<file path="src/rtl/spi_ram_ctrl.sv">
`default_nettype none
// ============================================================================
//  Module   : spi_ram_ctrl
//  Purpose  : Command-decoding RAM behind an SPI slave. Each rx_valid word
//             {cmd[1:0], payload} loads the write address, writes data,
//             loads the read address or launches a read whose result is
//             returned on dout/tx_valid.
//  Options  : SPI_RAM_AUTOINC_EN - post-increment wr_addr after WR_DATA and
//             rd_addr after RD_DATA (modulo 2**ADDR_SIZE).
//  Revision : 1.0 - initial release
// ============================================================================
module spi_ram_ctrl #(
  parameter int MEM_DEPTH = 256,
  parameter int ADDR_SIZE = 8
) (
  input  logic                 clk,
  input  logic                 rst_n,
  input  logic [ADDR_SIZE+1:0] din,
  input  logic                 rx_valid,
  output logic [ADDR_SIZE-1:0] dout,
  output logic                 tx_valid,
  output logic                 cmd_err
);

  localparam int                 c_IDX_W     = (MEM_DEPTH > 1) ? $clog2(MEM_DEPTH) : 1;
  localparam logic [ADDR_SIZE:0] c_DEPTH_EXT = (ADDR_SIZE+1)'(MEM_DEPTH);
  localparam logic [1:0]         c_WR_ADDR   = 2'b00;
  localparam logic [1:0]         c_WR_DATA   = 2'b01;
  localparam logic [1:0]         c_RD_ADDR   = 2'b10;
  localparam logic [1:0]         c_RD_DATA   = 2'b11;

  typedef enum logic [1:0] {
    RD_IDLE  = 2'd0,
    RD_ARMED = 2'd1,
    RD_TX    = 2'd2
  } rd_state_t;

  logic [ADDR_SIZE-1:0] mem [MEM_DEPTH];

  rd_state_t            rd_state_q;
  logic [ADDR_SIZE-1:0] wr_addr_q;
  logic [ADDR_SIZE-1:0] rd_addr_q;
  logic [ADDR_SIZE-1:0] dout_q;
  logic                 tx_valid_q;
  logic                 cmd_err_q;

  logic [1:0]           w_cmd;
  logic [ADDR_SIZE-1:0] w_payload;
  logic                 w_wr_in_range;
  logic                 w_rd_in_range;
  logic [ADDR_SIZE-1:0] w_wr_addr_d;
  logic [ADDR_SIZE-1:0] w_rd_addr_d;
  logic [ADDR_SIZE-1:0] w_rd_word;

  assign w_cmd     = din[ADDR_SIZE+1:ADDR_SIZE];
  assign w_payload = din[ADDR_SIZE-1:0];

  // Range checks only bite when the array is smaller than the address space
  assign w_wr_in_range = ({1'b0, wr_addr_q} < c_DEPTH_EXT);
  assign w_rd_in_range = ({1'b0, rd_addr_q} < c_DEPTH_EXT);
  assign w_rd_word     = w_rd_in_range ? mem[rd_addr_q[c_IDX_W-1:0]] : '0;

`ifdef SPI_RAM_AUTOINC_EN
  // Post-increment pointers; wraps naturally at 2**ADDR_SIZE
  assign w_wr_addr_d = wr_addr_q + {{(ADDR_SIZE-1){1'b0}}, 1'b1};
  assign w_rd_addr_d = rd_addr_q + {{(ADDR_SIZE-1){1'b0}}, 1'b1};
`else
  assign w_wr_addr_d = wr_addr_q;
  assign w_rd_addr_d = rd_addr_q;
`endif

  // Array write port: in-range WR_DATA only, contents survive reset
  always_ff @(posedge clk) begin
    if (rst_n && rx_valid && (w_cmd == c_WR_DATA) && w_wr_in_range) begin
      mem[wr_addr_q[c_IDX_W-1:0]] <= w_payload;
    end
  end

  // Command decode, address pointers, read FSM and registered outputs
  always_ff @(posedge clk) begin
    if (!rst_n) begin
      rd_state_q <= RD_IDLE;
      wr_addr_q  <= '0;
      rd_addr_q  <= '0;
      dout_q     <= '0;
      tx_valid_q <= 1'b0;
      cmd_err_q  <= 1'b0;
    end else if (rx_valid) begin
      // Any accepted word drops tx_valid unless it is itself a read
      tx_valid_q <= 1'b0;
      case (w_cmd)
        c_WR_ADDR: begin
          wr_addr_q <= w_payload;
          if (rd_state_q == RD_TX) rd_state_q <= RD_ARMED;
        end
        c_WR_DATA: begin
          if (!w_wr_in_range) cmd_err_q <= 1'b1;
          wr_addr_q <= w_wr_addr_d;
          if (rd_state_q == RD_TX) rd_state_q <= RD_ARMED;
        end
        c_RD_ADDR: begin
          rd_addr_q  <= w_payload;
          rd_state_q <= RD_ARMED;
        end
        default: begin
          tx_valid_q <= 1'b1;
          rd_addr_q  <= w_rd_addr_d;
          if (rd_state_q == RD_IDLE) begin
            // Read without a prior RD_ADDR: return zero and flag it
            dout_q    <= '0;
            cmd_err_q <= 1'b1;
          end else begin
            dout_q     <= w_rd_word;
            rd_state_q <= RD_TX;
            if (!w_rd_in_range) cmd_err_q <= 1'b1;
          end
        end
      endcase
    end
  end

  assign dout     = dout_q;
  assign tx_valid = tx_valid_q;
  assign cmd_err  = cmd_err_q;

endmodule
`default_nettype wire

</file>
<file path="config.mk">
export PLATFORM = sky130hd
export DESIGN_NAME = spi_ram_ctrl
export DESIGN_NICKNAME = d
export VERILOG_FILES = /design/src/rtl/spi_ram_ctrl.sv
export SDC_FILE = /design/constraint.sdc
export NUM_CORES = 2
export LEC_CHECK = 0
export ABC_AREA = 0
export CORE_AREA = 4 4 390 392
export CTS_CLUSTER_DIAMETER = 40
export DETAILED_ROUTE_END_ITERATION = 7
export DIE_AREA = 0 0 394 396
export HOLD_SLACK_MARGIN = 0.05
export PLACE_DENSITY_LB_ADDON = 0.15
export SYNTH_ARGS = -nofsm -noshare
export SYNTH_HDL_FRONTEND = slang
export SYNTH_SLANG_ARGS = --single-unit
</file>
<file path="constraint.sdc">
create_clock -name clk -period 2.4 [get_ports clk]
set_clock_uncertainty 0.2 [all_clocks]
set_input_delay 0.48 -clock clk [delete_from_list [all_inputs] [get_ports clk]]
set_output_delay 0.48 -clock clk [all_outputs]
set_load 0.01 [all_outputs]
</file>
# Yosys cells after proc, flatten, opt, wreduce, memory -nomap -nowiden
# Memories as Yosys holds them, arrays and structs flattened. A register that Yosys moved wholly into a read port is not among the register bits.
# Cells that the tools add are included.
# W data, S select, Z words.
# classes
add_sub_neg	0
mul	0
n_div	0
n_lt_le_gt_ge	0
eq_ne	5
shifts	0
muxes	9
bitwise_logic	1
reduce_logical	11
# op_table
op	count
$mux W8	3
$reduce_and A2 Y1	3
$reduce_and A3 Y1	2
$eq A2 B2 Y1 const B	2
$logic_not A2 Y1	2
$mux W2	2
$pmux W2 S2	1
$mux W1	3
$ne A3 B2 Y1 const B	1
$reduce_or A3 Y1	1
$eq A2 B1 Y1 const B	1
$logic_and A1 B1 Y1	2
$ne A2 B1 Y1 const B	1
$reduce_or A2 Y1	1
$not A1 Y1	1
# totals
regBits	28
latchBits	0
ram_bits	2048
romBits	0
output_inout_bits	10
mem_count	1
# mem_list
memory	depth	width	rd	rd_clocked_by_memory_dff	wr	line_no	text
mem	256	8	1	1	1	38	logic [ADDR_SIZE-1:0] mem [MEM_DEPTH];

# Logic depth before layout (Yosys ltp)
# depth
word_depth	4
ltp_mapped	14

# Least setup slack after synthesis
# No wires, ideal clock.
# synth_path
path_kind	reg2reg
from	register (tool-made name)
to	register dout_q[4], in the netlist dout[4]
setup_ns	0.117
t_arrival_ns	2.279
t_required_ns	2.083
setup_slack_ns	-0.196
stages_incl_launch_ff	12
synth_period_minus_slack_ns	2.596
cell_sequence	dfxtp_1 buf_6 buf_12 buf_6 buf_4 buf_4 mux4_2 a22oi_1 nand3_1 nand4_1 nand3_1 a22o_1
# synth_lines
element	line_no	text
to (signal assigned)	113	dout_q <= w_rd_word;
to (decl)	43	logic [ADDR_SIZE-1:0] dout_q;

==> impl_results.md <==
- Status: finished with violations
- Failing checks: setup timing
- Library cells used by synthesis: 71
- CTS tree: done
- Multi-input logic area: 0.0182 mm²
- Largest cells by area after synthesis: edfxtp_1, mux4_2, mux2i_1
- Drt wl/cell: 32.4 µm
- First-pass GRT wire length: 332 mm
- Crit end category: register
- Max Slew Vio Count: 0
- Cts bufs inserted: 275
- Depth of the CTS H-tree: 5
- FFs w/ async S/R, synth: 0%
- Routability congestion estimate: 0.904
- IO Pins: 23
- Int Pwr: 64.5 mW
- Comb power frac: 4.2%
- Skew-Pair Late Insertion Delay: 0.89 ns
- Starting DRC count in detailed routing: 6336
- Reg2reg setup slack: -0.64 ns
- Post-Layout Cell Count: 7124
- Routed vias/inst: 6.40
- Peak VDD IR: 0.837 mV
- Total number of yosys warnings: 0
- Avg Inst Size Synth: 20.6 µm²
- Final hold vios: 0
- Fmax: 0.329 GHz
- P per Cell Area: 808 mW/mm²
- Hold Startpoint: rx_valid
- Seq pwr share: 48.8%
- Routed WL: 231 mm
- Most numerous cell in the Yosys netlist: edfxtp_1
- Die width: 394 µm
- GRT overflow: 0
- Slew headroom: 43.2%
- Total number of vias: 45600
- Post-synth EDFFs: 2048
- Final WS setup: -0.639 ns
- Nets: 4996
- Initial Utilization: 54.5%
- Cell Area, Synth: 0.0811 mm²
- Critical path startpoint category: register
- Syn Nets: 3947
- CTS Buffer Depth: 4
- Cell count after synthesis: 3934
- Die height: 396 µm
- Leakage power: 33.4 nW
- Number of global-route vias before repair: 45300
- Final ANT Viol Nets: 0
- Pin count of the biggest net entering global routing: 89
- Worst Setup EP: dout[4]$_SDFFE_PN0P_
- Switching power: 17.5 mW
- Most used flip-flop cell after synthesis: edfxtp_1
- Fraction of layout cells with a size suffix above 1: 39.3%
- CTS clock-pin slew for the worst setup and hold paths: 0.06 ns
- #FFs+latches synth: 2084
- Root Buffer: clkbuf_16
- Synth cell count leaders: edfxtp_1, mux4_2, nor2_1
- Switching share of power: 21.3%
- Worst Path Max Fanout: 8
- Hold Path Class: in2reg
- Clock group share of total power: 47.0%
- FF-to-FF path depth: 12
- Fill cells: 9472
- Smallest hold slack: 0.156 ns
- Area leader, netlist: edfxtp_1
- Top cell type's share of synthesized area: 75.8%
- Final min period: 3.04 ns
- Max-cap violation count: 0
- Post-Place Cells: 6546
- Area grow syn2layout: 25.1%
- RSZ-0062 raised after global routing: true
- CP arrival: 3.65 ns
- Core area: 0.149 mm²
- Initial antenna violation count: 5
- Die area: 0.156 mm²
- Row count: 142
- Overall routing resource usage: 29.8%
- CTS sink cnt: 2084
- Slew of the pin with the lowest slew margin: 0.852 ns
- Port Buffers: 22
- Final period util: 127%
- Total iterations of the first detailed-routing run: 6
- Register Area: 0.0623 mm²
- Critical Path RT: 3.01 ns
- Number of remaining DRC errors: 0
- DP Wirelength: 151 mm
- Critical path type: reg2reg
- Final setup viols: 9
- Seq/Total Area, Yosys: 76.7%
- RR Endpoint: dout[4]$_SDFFE_PN0P_
timing repair:
action	in CTS	in global routing
buffers inserted	56	38
pin swaps	28	20
hold buffers	9	0
cloned	5	0
endpoints found under the setup margin	18	9
gates resized for setup	182	58
endpoints found under the hold margin	346	0
power by group through the flow:
stage	registers (mW)	clock network, mW	logic (mW)
after CTS	40.0	39.0	3.35
final	40.0	38.6	3.46
after global placement	40.8	0	3.09
after floorplan	40.8	0	1.30
after global routing	40.0	40.8	3.60
after detailed placement	40.8	0	3.13
logic make-up (layout without fill, tap and decap cells):
group	after synthesis	in the layout	synth area share, %
AO/OA/AOI/OAI	314	314	2.71
buffers and inverters	238	1482	1.91
flip-flops	2084	2084	76.7
multiplexers	654	654	15.3
other	0	2	0
AND/OR/NAND/NOR	644	644	3.42
final cells by class:
type                    count  area share, %
clock buffers             318           7.11
diodes                      2        0.00493
multi-input cells        1612           17.9
clock inverters           154           1.38
flip-flops and latches   2084           61.3
repair buffers           1002           9.82
inverters                   8         0.0358
well taps                1944           2.40
metal layers:
metal	vias to the layer above	part of all wire [%]	track usage (%)
met5	-	0.0082	0
met3	454	11	7.18
li1	18500	-	-
met4	2	3.7	10.8
met1	23800	39	43.4
met2	2803	46	44.8
how the worst min path moves through the flow:
stage / to / slack (ns) / cells past startpoint
after floorplan: dout[1]$_SDFFE_PN0P_ / 0.27 / 2
after global placement: cmd_err$_SDFFE_PN0P_ / 0.26 / 1
after detailed placement: cmd_err$_SDFFE_PN0P_ / 0.26 / 1
after CTS: cmd_err$_SDFFE_PN0P_ / 0.1 / 3
after global routing: cmd_err$_SDFFE_PN0P_ / 0.15 / 3
final: tx_valid$_SDFFE_PN0P_ / 0.16 / 3
flip-flops by register name, indices dropped and copies added, names as in the netlist, named ones only:
name         flops
w_wr_addr_d      8
dout             8
rd_addr_q        8
rd_state_q       2
mem           2048
tx_valid         1
cmd_err          1
worst max-delay path: stages (launching register included):
cell      delay [ns]
dfxtp_4         0.36
buf_12          0.15
buf_12          0.15
buf_8           0.14
buf_6           0.12
buf_4           0.14
mux4_2          0.32
nand2_1         0.11
a211oi_4        0.33
a211oi_1        0.09
buf_4           0.20
nor4_4          0.48
a22o_1          0.20
placed cells by master (no fill, tap or decap), types with 13 or more instances in the layout:
cell type	count
buf_12	147
clkinv_1	33
clkinvlp_4	19
nand2_1	137
inv_6	35
edfxtp_1	2048
mux2_2	21
bufinv_16	13
o221ai_1	27
o22ai_1	57
buf_6	27
buf_16	15
nor2_1	298
clkinv_2	31
nor3_1	31
a21oi_1	42
mux4_2	458
clkbuf_16	281
nand3_1	32
a22oi_1	35
nor2_2	24
buf_4	773
clkbuf_1	33
dfxtp_1	23
nor2b_1	28
mux2i_1	159
per-stage QoR:
stage	util, %	power [mW]	setup WS, ns	TNS (ns)	area [µm²]
2_1_floorplan	-	42.1	-0.165	-26.38	81400
3_3_place_gp	61.0	43.8	-1.34	-809.20	90800
3_5_place_dp	61.0	43.9	-1.33	-886.35	90800
4_1_cts	67.8	82.4	-0.591	-4.59	101000
5_1_grt	68.2	84.4	-0.692	-5.16	101000
6_report	68.2	82.0	-0.639	-4.83	101000
Note: power is estimated with default switching activity, not from simulation.
